--- src/rtl/operand_stage.sv ---
// operand_stage: sits between the instruction fetcher and the execute unit.
// It captures a decoded instruction, fetches its memory operand when the
// addressing mode needs one, and issues {opcode, operand, ea} over a
// valid/ready handshake. instruction_done pulses once execution retires.
//
// Optional feature macro: OPSTAGE_STORE_SKIP_EN
//   Defined   : store opcodes (opcode[7:5]==3'b100 in the MEM class) skip the
//               operand read and issue with operand_out = 0.
//   Undefined : stores perform the same dummy read as every other MEM op.
//
// All outputs are registered. Reset is synchronous and active-high.

module operand_stage #(
  parameter int REG_WIDTH  = 8,
  parameter int ADDR_WIDTH = 16
) (
  input  logic                  phi1,
  input  logic                  reset,
  input  logic                  instruction_ready,
  input  logic [REG_WIDTH-1:0]  instruction_in,
  input  logic [ADDR_WIDTH-1:0] addr_in,
  input  logic [REG_WIDTH-1:0]  imm_in,
  input  logic [REG_WIDTH-1:0]  mem_data_in,
  input  logic                  exec_ready,
  input  logic                  exec_done,
  output logic                  mem_rd,
  output logic [ADDR_WIDTH-1:0] mem_addr,
  output logic                  exec_valid,
  output logic [REG_WIDTH-1:0]  opcode_out,
  output logic [REG_WIDTH-1:0]  operand_out,
  output logic [ADDR_WIDTH-1:0] ea_out,
  output logic                  instruction_done
);

  typedef enum logic [2:0] {
    IDLE      = 3'd0,
    MEM_RD    = 3'd1,
    MEM_LAT   = 3'd2,
    ISSUE     = 3'd3,
    WAIT_EXEC = 3'd4,
    DONE      = 3'd5,
    RELEASE   = 3'd6
  } state_t;

  // Operand source for the instruction currently offered by the fetcher.
  typedef enum logic [1:0] {
    CLS_IMM   = 2'd0,  // operand is the immediate / branch offset
    CLS_NONE  = 2'd1,  // implied / accumulator: operand is zero
    CLS_MEM   = 2'd2,  // operand read from memory at addr_in
    CLS_STORE = 2'd3   // store with the read skipped: operand is zero
  } op_class_e;

  state_t                  state_q, state_d;
  logic [REG_WIDTH-1:0]    opcode_q, opcode_d;
  logic [REG_WIDTH-1:0]    operand_q, operand_d;
  logic [ADDR_WIDTH-1:0]   ea_q, ea_d;
  logic                    mem_rd_q, mem_rd_d;
  logic [ADDR_WIDTH-1:0]   mem_addr_q, mem_addr_d;
  logic                    exec_valid_q, exec_valid_d;
  logic                    done_q, done_d;

  logic [2:0]              mode;
  logic [1:0]              cc;
  op_class_e               op_class;

  // Classify the incoming opcode by addressing mode (bits 4:2) and group (bits 1:0).
  always_comb begin
    mode     = instruction_in[4:2];
    cc       = instruction_in[1:0];
    op_class = CLS_MEM;
    if ((mode == 3'b000 && cc != 2'b01) ||
        (mode == 3'b010 && cc == 2'b01) ||
        (instruction_in[4:0] == 5'b10000)) begin
      op_class = CLS_IMM;
    end else if ((mode == 3'b010 && cc != 2'b01) ||
                 (mode == 3'b110 && cc == 2'b00)) begin
      op_class = CLS_NONE;
    end
`ifdef OPSTAGE_STORE_SKIP_EN
    else if (instruction_in[7:5] == 3'b100) begin
      op_class = CLS_STORE;
    end
`endif
  end

  // Next-state, latched-bundle and registered-output computation.
  always_comb begin
    // NOTE: every signal gets a default here so no path leaves one unassigned,
    // which would otherwise infer a latch.
    state_d   = state_q;
    opcode_d  = opcode_q;
    operand_d = operand_q;
    ea_d      = ea_q;

    case (state_q)
      IDLE: begin
        if (instruction_ready) begin
          opcode_d  = instruction_in;
          ea_d      = addr_in;
          operand_d = '0;
          case (op_class)
            CLS_IMM: begin
              operand_d = imm_in;
              state_d   = ISSUE;
            end
            CLS_MEM:  state_d = MEM_RD;
            default:  state_d = ISSUE;  // CLS_NONE, CLS_STORE
          endcase
        end
      end
      MEM_RD:  state_d = MEM_LAT;
      MEM_LAT: begin
        // Memory answers one cycle after the strobe, i.e. during this state.
        operand_d = mem_data_in;
        state_d   = ISSUE;
      end
      ISSUE: begin
        if (exec_ready) begin
          state_d = exec_done ? DONE : WAIT_EXEC;
        end
      end
      WAIT_EXEC: begin
        if (exec_done) begin
          state_d = DONE;
        end
      end
      DONE:    state_d = RELEASE;
      RELEASE: begin
        // The fetcher must drop ready before another capture can happen.
        if (!instruction_ready) begin
          state_d = IDLE;
        end
      end
      default: state_d = IDLE;
    endcase

    // Outputs are decoded from the next state so they come straight from flops.
    mem_rd_d     = (state_d == MEM_RD);
    mem_addr_d   = mem_rd_d ? ea_d : '0;
    exec_valid_d = (state_d == ISSUE);
    done_d       = (state_d == DONE);
  end

  // State and output registers; reset clears everything and aborts the instruction.
  always_ff @(posedge phi1) begin
    // NOTE: sequential state uses non-blocking assignments so every flop
    // samples the pre-edge values regardless of statement order.
    if (reset) begin
      state_q      <= IDLE;
      opcode_q     <= '0;
      operand_q    <= '0;
      ea_q         <= '0;
      mem_rd_q     <= 1'b0;
      mem_addr_q   <= '0;
      exec_valid_q <= 1'b0;
      done_q       <= 1'b0;
    end else begin
      state_q      <= state_d;
      opcode_q     <= opcode_d;
      operand_q    <= operand_d;
      ea_q         <= ea_d;
      mem_rd_q     <= mem_rd_d;
      mem_addr_q   <= mem_addr_d;
      exec_valid_q <= exec_valid_d;
      done_q       <= done_d;
    end
  end

  assign mem_rd           = mem_rd_q;
  assign mem_addr         = mem_addr_q;
  assign exec_valid       = exec_valid_q;
  assign opcode_out       = opcode_q;
  assign operand_out      = operand_q;
  assign ea_out           = ea_q;
  assign instruction_done = done_q;

endmodule

--- config.mk ---
export PLATFORM = sky130hd
export DESIGN_NAME = operand_stage
export DESIGN_NICKNAME = d
export VERILOG_FILES = /design/src/rtl/operand_stage.sv
export SDC_FILE = /design/constraint.sdc
export NUM_CORES = 1
export LEC_CHECK = 0
export ABC_AREA = 1
export ABC_CLOCK_PERIOD_IN_PS = 1900
export BUFFER_PORTS_ARGS = -buffer_cell sky130_fd_sc_hd__clkbuf_2
export CAP_MARGIN = 10
export CELL_PAD_IN_SITES_DETAIL_PLACEMENT = 1
export CELL_PAD_IN_SITES_GLOBAL_PLACEMENT = 2
export CORE_AREA = 10 10 103 105
export DETAILED_ROUTE_END_ITERATION = 8
export DIE_AREA = 0 0 113 115
export GPL_TIMING_DRIVEN = 1
export PLACE_DENSITY_LB_ADDON = 0.1
export RECOVER_POWER = 100
export SETUP_SLACK_MARGIN = 0.05
export SYNTH_ARGS = -nofsm -noshare
export SYNTH_HDL_FRONTEND = slang
export SYNTH_SLANG_ARGS = --single-unit
--- constraint.sdc ---
create_clock -name phi1 -period 1.9 [get_ports phi1]
set_input_delay 0.095 -clock phi1 [delete_from_list [all_inputs] [get_ports phi1]]
set_output_delay 0.095 -clock phi1 [all_outputs]
set_load 0.02 [all_outputs]
; ---- After elaboration in Yosys (flattened, before gate mapping)
; Index checks and enable logic that the tools add are counted.
[totals]
regBits = 54
inputBits = 45
out_inout_bits = 51
elab_cells = 54
[classes]
eq_ne = 16
mux = 14
bitwise = 1
n_reduce_logical = 15
[ops]
columns = cell, n
row1 = $mux W16, 2
row2 = $pmux W3 S7, 1
row3 = $mux W8, 2
row4 = $pmux W8 S2, 1
row5 = $eq A3 B3 Y1 const B, 5
row6 = $eq A3 B2 Y1 const B, 4
row7 = $mux W3, 4
row8 = $eq A3 B1 Y1 const B, 2
row9 = $logic_not A3 Y1, 2
row10 = $mux W2, 3
row11 = $eq A5 B5 Y1 const B, 1
row12 = $logic_and A1 B1 Y1, 4
row13 = $logic_not A2 Y1, 2
row14 = $reduce_and A2 Y1, 2
row15 = $logic_or A1 B1 Y1, 3
row16 = $eq A2 B1 Y1 const B, 1
row17 = $eq A2 B2 Y1 const B, 1
row18 = $ne A2 B1 Y1 const B, 1
row19 = $ne A2 B2 Y1 const B, 1
row20 = $reduce_bool A2 Y1, 1
row21 = $reduce_or A2 Y1, 1
row22 = $mux W1, 1
row23 = $not A1 Y1, 1

; ---- Logic depth before layout (Yosys ltp)
; Gate-level depths: netlist (run 1).
[logic_depth]
depth_word = 12
depth_mapped = 10
depth_no_buf = 10

; ---- Least setup slack after synthesis (run 1)
; No wires, ideal clock.
[synth_timing]
path_type = reg-to-reg
from = reg state_q[0]
to = reg ea_q[10] (netlist: ea_out[10])
setup_time_ps = 128
arrival_ps = 1272
required_time_ps = 1772
path_slack_ps = 500
stages_incl_launch_ff = 7
path_buffers = 2
synth_period_minus_slack_ps = 1400
cell_sequence = dfxtp_1 nor2_1 nand2_1 buf_6 buf_6 mux2i_1 nor2_1
[synth_via]
elab_chain_cells = 2
[synth_rtl]
columns = element, line_no
row1 = "start, declared", 53  ; state_t state_q, state_d;
row2 = "start signal, assigned", 158  ; state_q <= state_d;
row3 = $logic_not A3 Y1, 95  ; case (state_q)
row4 = $mux W16, 95
row5 = "end signal, assigned", 152  ; ea_q <= '0;
row6 = "end signal, assigned", 161  ; ea_q <= ea_d;
row7 = "end, declared", 56  ; logic [ADDR_WIDTH-1:0] ea_q, ea_d;
; No other way between the ends.
; A chain may end at the register's enable or synchronous reset.

; ---- Worst setup path after layout (run 1)
[layout_timing]
from = reg state_q[0]
to = reg mem_addr_q[1] (netlist: mem_addr[1])
[layout_via]
elab_chain_cells = 5
elab_cells_between_ends = 16
classes_between = eq/ne (7) / mux (6) / bitwise (1) / reduce/logical (2)
[layout_rtl]
columns = element, line_no
row1 = "$eq A3 B3 Y1, or another cell as far along", 95
row2 = $pmux W3 S7, 95
row3 = $eq A3 B1 Y1, 138  ; mem_rd_d = (state_d == MEM_RD);
row4 = $not A1 Y1 (no line), -
row5 = $reduce_or A2 Y1 (no line), -
row6 = "end signal, assigned", 163  ; mem_addr_q <= mem_addr_d;
row7 = "end, declared", 58  ; logic [ADDR_WIDTH-1:0] mem_addr_q, mem_addr_d;
; Parallel ways exist; a longest one is shown, timed or not.

==> run_results.csv, run 1 <==
group,metric,value,unit
logic_synthesis,synth_nets,282,
power,p_leak,1.25,nW
timing,fin_crit,1630,ps
critical_path,critPathKind,"flip-flop to flip-flop",
die,die_h,115,um
drt,vias,1870,
drt,initialDrtViolationCount,44,
timing,rsz0062_at_grt,"false",
clock_network,htree_levels,2,
timing,maxSlewViolCount,0,
clock_network,cts_buffers,5,
critical_path,path_max_fanout,17,
power,powerDensity,1070,nW/um2
finish,mostFrequentLayoutCells,"54 x dfxtp_1, 52 x clkbuf_1, 45 x clkbuf_2",
finish,design_area,2710,um2
global_route,gr-total-overflow,0,
clock_network,root_buffer,"clkbuf_8",
power,peakVddDrop,0.454,mV
timing,period_share,0.859,
placed_design,portBuffers,95,
power,p_comb_frac,0.298,
placed_design,gp_congestion,0.698,
critical_path,cp.arrival,1880,ps
power,p_seq_frac,0.457,
finish,post_route_cells_drive_above_1_share,0.222,
finish,area.growth.synth_to_final,29.5,%
logic_synthesis,netlist_area,2090,um2
critical_path,worst_path_most_repeated_cell,"nor2_1",
die,initial_utilization,0.245,
logic_synthesis,syn_avg_cell_area,8.83,um2
global_route,grt_pass1_wl,10.7,mm
die,core-area,8550,um2
flow_run,drv_cap,0,
power,p_clk_frac,0.245,
die,die_area,13000,um2
die,die-width,113,um
global_route,grt_usage,0.102,
drt,wl,6.72,mm
finish,finalNetCount,382,
global_route,grt_max_degree,35,
logic_synthesis,yosysTopAreaCellShare,0.517,
die,ioPinCount,96,
critical_path,crit_chain,"buf_4 -> nor2_1 -> nor2_1 -> o21ai_2 -> nand3_1 -> nor2_4 -> nand3_4 -> nor2_1",
drt,wire_per_inst,15.1,um
logic_synthesis,ys_ff_latch,54,
power,p_sw,0.00107,W
finish,layout.cells.most_common,"dfxtp_1",
timing,setup_viol,0,
drt,avgViaCountPerCell,4.19,
critical_path,r2r_slack,270,ps
drt,drtAntennaViolNets,0,
placed_design,place_area,2680,um2
min_path,worstHoldPathCells,3,
power,swShare,0.368,
critical_path,r2r_end,"mem_addr[1]",
logic_synthesis,synth_area_leaders,"dfxtp_1 52%, mux2i_1 7.7%, nor2_1 6.8%, nand2_1 4.8%, nand3_1 4.5%",
clock_network,clock_sinks,54,
clock_network,clock_latency,310,ps
critical_path,crit_buf_inv,1,
timing,hold_violations,0,
logic_synthesis,synthCells,237,
logic_synthesis,seq_area_frac_synth,0.517,
clock_network,cts_setup_buffers,0,
clock_network,clockBufferDepth,2,
logic_synthesis,yosysTopAreaCell,"dfxtp_1",
min_path,min-delay-start,"instruction_in[5]",
critical_path,startpoint_type,"flip-flop",
min_path,min_to,"opcode_out[5]",
die,std_cell_rows,34,
global_route,grt_pass1_vias,2058,
power,cell_internal_pwr,0.00184,W
clock_network,clkTransAtPathRegs,110,ps
critical_path,critPathLaunch,"state_q[0]",
placed_design,hpwl,5.14,mm
critical_path,cp_slowest_cell,"dfxtp_1",
critical_path,end_kind,"flip-flop",
logic_synthesis,synth_cell_types,24,
critical_path,required,2150,ps
clock_network,cts-resized-gates,0,
finish,n_antenna_cell,0,
timing,fin_setup_tns,0,ps
timing,maxSlewHeadroom,0.716,
critical_path,reg2reg_from,"state_q[0]",
timing,clock.fmax,0.613,GHz
drt,drt_pass1_iterations,4,
min_path,hold_path.class,"primary input to flip-flop",
critical_path,cpPeakStageDelay,320,ps
finish,num-fill-cells,1058,
global_route,antenna_found_initial,0,
clock_network,cts_tree,"done",
drt,drc,0,
logic_synthesis,yosysWarnings,0,
timing,fin_skew,6.34,ps
clock_network,cts_hold_buf,2,
critical_path,reg2regPathDepth,8,
critical_path,cp_top_family,"simple AND/OR/NAND/NOR gates",
status,status,"completed",
timing,worst_pin_slew,426,ps
[tightest hold or removal path, delay by kind of cell]
| kind | cells | cell delay [ps] |
|---|---|---|
| buffers and inverters | 1 | 80 |
| AND/OR/NAND/NOR | 1 | 60 |
| AO/OA/AOI/OAI | 1 | 50 |
[power groups by stage]
stage	sequential, W	combinational, W	clock, W
final	0.00133	0.000868	0.000713
after floorplan	0.00151	0.000487	0
after detailed placement	0.00136	0.000933	0
after global placement	0.00136	0.000929	0
after CTS	0.00134	0.000941	0.000742
after global routing	0.00135	0.000973	0.000789
[routing by layer]
layer | part of all wire | GRT usage | routed length [um]
met5 | 0 | 0 | 0
met2 | 0.46 | 0.162 | 3060
met4 | 0.010 | 0.0305 | 70
met1 | 0.46 | 0.125 | 3090
met3 | 0.074 | 0.0391 | 498
[layout make-up]
cell class                 instances  area [um2]  share of cell area
clock inverter                     2        16.3             0.00600
timing repair buffer             104         478               0.176
multi-input combinational        148         826               0.305
tap                              108         135              0.0499
inverter                          24        90.1              0.0333
clock buffer                       6        82.6              0.0305
sequential                        54        1080               0.399
[cells by family after synthesis]
| logic type | after synthesis | synth area share |
|---|---|---|
| DFF | 54 | 0.517 |
| and+or+nand+nor | 113 | 0.267 |
| muxes | 16 | 0.0766 |
| AOI/OAI and AO/OA | 19 | 0.0598 |
| buffers and inverters | 35 | 0.0801 |
[worst max-delay path by stage]
stage	end	slack, ps	cells past startpoint
final	mem_addr[1]	270	8
after global routing	mem_addr[0]	70	8
after CTS	mem_addr[7]	240	8
after detailed placement	mem_addr[7]	260	8
after global placement	mem_addr[11]	310	8
after floorplan	ea_out[10]	500	6
[Yosys cell counts, drive strengths merged]
library cell / number
a211oi: 5
a21oi: 12
buf: 7
clkbuf: 4
dfxtp: 54
inv: 24
mux2i: 16
nand2: 31
nand3: 21
nand4: 9
nor2: 51
nor3: 1
o21ai: 1
o21bai: 1
[flip-flops by register name, summed over array words and instances, names as in the netlist]
register and count:
ea_out 16, mem_addr 16, opcode_out 8, operand_out 8
state_q 3, exec_valid 1, instruction_done 1, mem_rd 1
[metrics by stage]
| step | hold slack [ps] | cells | total power [W] | util | setup slack, ps |
|---|---|---|---|---|---|
| floorplan | 239 | 237 | 0.00199 | - | 500 |
| global placement | 333 | 436 | 0.00229 | 0.313 | 312 |
| detailed placement | 336 | 436 | 0.00229 | 0.313 | 263 |
| CTS | 5.32 | 446 | 0.00302 | 0.327 | 236 |
| global route | 17.0 | 446 | 0.00311 | 0.317 | 73.1 |
| finish | 6.23 | 446 | 0.00291 | 0.317 | 269 |
Note: power is estimated with default switching activity, not from simulation.
==> run 2, diff against run 1 <==
--- a/config.mk
+++ b/config.mk
@@ -6,14 +6,14 @@
 export NUM_CORES = 1
 export LEC_CHECK = 0
 export ABC_AREA = 1
-export ABC_CLOCK_PERIOD_IN_PS = 1900
 export BUFFER_PORTS_ARGS = -buffer_cell sky130_fd_sc_hd__clkbuf_2
 export CAP_MARGIN = 10
 export CELL_PAD_IN_SITES_DETAIL_PLACEMENT = 1
 export CELL_PAD_IN_SITES_GLOBAL_PLACEMENT = 2
-export CORE_AREA = 10 10 103 105
+export CORE_AREA = 10 10 101 103
+export CTS_BUF_LIST = sky130_fd_sc_hd__clkbuf_8
 export DETAILED_ROUTE_END_ITERATION = 8
-export DIE_AREA = 0 0 113 115
+export DIE_AREA = 0 0 111 113
 export GPL_TIMING_DRIVEN = 1
 export PLACE_DENSITY_LB_ADDON = 0.1
 export RECOVER_POWER = 100
==> run 2 against run 1 <==
Net effect:
- clock skew barely moved
- global-route usage rose by 0.36 points
- sequential share of layout area rose by 0.28 points
- cell count fell by 1.3%
- critical path type unchanged
==> run_results.csv, run 2 (same netlist as run 1, synthesis figures left out) <==
group,metric,value,unit
placed_design,portBuffers,95,
timing,hold_violations,0,
die,initial_utilization,0.257,
timing,fin_setup_tns,0,ps
clock_network,cts_tree,"done",
timing,rsz0062_at_grt,"false",
finish,finalNetCount,379,
drt,drt_pass1_iterations,4,
die,std_cell_rows,33,
die,core-area,8130,um2
clock_network,clock_sinks,54,
critical_path,startpoint_type,"flip-flop",
clock_network,cts_setup_buffers,0,
critical_path,crit_chain,"nor2_1 -> nand2_1 -> clkbuf_2 -> mux2i_1 -> nor2_1",
critical_path,path_max_fanout,11,
finish,fin_util,0.331,
clock_network,htree_levels,2,
drt,avgViaCountPerCell,4.33,
die,die_area,12500,um2
status,status,"completed",
placed_design,gp_congestion,0.717,
power,peakVddDrop,0.418,mV
power,p_clk_frac,0.238,
power,p_sw,0.00105,W
timing,period_share,0.876,
critical_path,required,2090,ps
flow_run,drv_cap,0,
drt,drc,0,
die,die-width,111,um
timing,setup_viol,0,
drt,drtAntennaViolNets,0,
power,p_leak,1.25,nW
critical_path,cp_slowest_cell,"dfxtp_1",
clock_network,clockBufferDepth,2,
critical_path,reg2reg_from,"state_q[0]",
drt,wl,6.70,mm
placed_design,hpwl,5.09,mm
die,die_h,113,um
critical_path,cp.arrival,1850,ps
global_route,grt_pass1_vias,2045,
min_path,hold_path.class,"primary input to flip-flop",
critical_path,critPathKind,"flip-flop to flip-flop",
power,p_seq_frac,0.465,
timing,worst_pin_slew,414,ps
die,ioPinCount,96,
clock_network,clock_latency,310,ps
finish,design_area,2690,um2
finish,post_route_cells_drive_above_1_share,0.233,
clock_network,cts_hold_buf,0,
critical_path,crit_buf_inv,1,
finish,layout.cells.most_common,"dfxtp_1",
power,cell_internal_pwr,0.00183,W
timing,maxSlewViolCount,0,
clock_network,root_buffer,"clkbuf_8",
clock_network,cts-resized-gates,0,
min_path,worstHoldPathCells,3,
finish,area.growth.synth_to_final,28.6,%
critical_path,r2r_slack,240,ps
critical_path,cpPeakStageDelay,510,ps
global_route,grt_pass1_wl,10.9,mm
timing,fin_skew,6.53,ps
timing,maxSlewHeadroom,0.724,
timing,clock.fmax,0.601,GHz
power,swShare,0.364,
drt,wire_per_inst,15.2,um
power,powerDensity,1070,nW/um2
drt,vias,1906,
finish,mostFrequentLayoutCells,"54 x dfxtp_1, 51 x clkbuf_1, 46 x clkbuf_2",
clock_network,clkTransAtPathRegs,100,ps
timing,fin_crit,1660,ps
finish,n_antenna_cell,0,
critical_path,cp_top_family,"flip-flops",
global_route,gr-total-overflow,0,
placed_design,place_area,2670,um2
min_path,min-delay-start,"instruction_in[5]",
global_route,grt_usage,0.105,
timing,hold_ws,7.13,ps
critical_path,worst_path_most_repeated_cell,"nor2_1",
global_route,grt_max_degree,35,
critical_path,r2r_end,"ea_out[0]",
clock_network,cts_buffers,5,
global_route,antenna_found_initial,0,
critical_path,end_kind,"flip-flop",
critical_path,reg2regPathDepth,5,
drt,initialDrtViolationCount,34,
power,p_comb_frac,0.297,
min_path,min_to,"opcode_out[5]",
## run 2: cell count changes in the layout (fill, tap and decap cells not counted), sizes merged
cell,before,now
clkinvlp,1,0
buf,5,4
clkinv,0,2
dlygate4sd3,2,0
inv,25,24
## run 2: power by group through the flow
stage	logic, W	registers (W)	clock network (W)
after floorplan	0.000487	0.00151	0
after global placement	0.000916	0.00137	0
after detailed placement	0.000920	0.00137	0
after CTS	0.000924	0.00134	0.000722
after global routing	0.000965	0.00136	0.000782
final	0.000857	0.00134	0.000686
## run 2: worst max path at each step
stage / start / endpoint / cells after the start
floorplan: state_q[0] / ea_out[10] / 6
global placement: state_q[0] / mem_addr[2] / 7
detailed placement: state_q[0] / mem_addr[7] / 7
CTS: state_q[0] / mem_addr[7] / 7
global route: state_q[0] / mem_addr[5] / 5
finish: state_q[0] / ea_out[0] / 5
## run 2: final cells by class
type | instances | area, um2
Tap cell | 105 | 131
Clock inverter | 2 | 17.5
Clock buffer | 6 | 82.6
Timing Repair Buffer | 101 | 452
Fill cell | 1042 | 5440
Multi-Input combinational cell | 148 | 836
Inverter | 24 | 90.1
Sequential cell | 54 | 1080
## run 2: tightest hold or removal path, cell delays in order
cell and delay (ps):
clkbuf_2 80, nand2_1 50, a21oi_1 50
## run 2: routing by layer
metal	share of wire	vias to the layer above	track usage
met4	0.010	0	0.0286
li1	-	956	-
met2	0.48	58	0.174
met5	0	-	0
met1	0.45	887	0.126
met3	0.065	5	0.0396
## run 2: per-stage QoR
stage / cells / total power (W) / worst slack [ps]
after floorplan: 237 / 0.00199 / 500
after global placement: 432 / 0.00228 / 289
after detailed placement: 432 / 0.00229 / 251
after CTS: 440 / 0.00299 / 227
after global routing: 440 / 0.00310 / 83.6
final: 440 / 0.00288 / 235
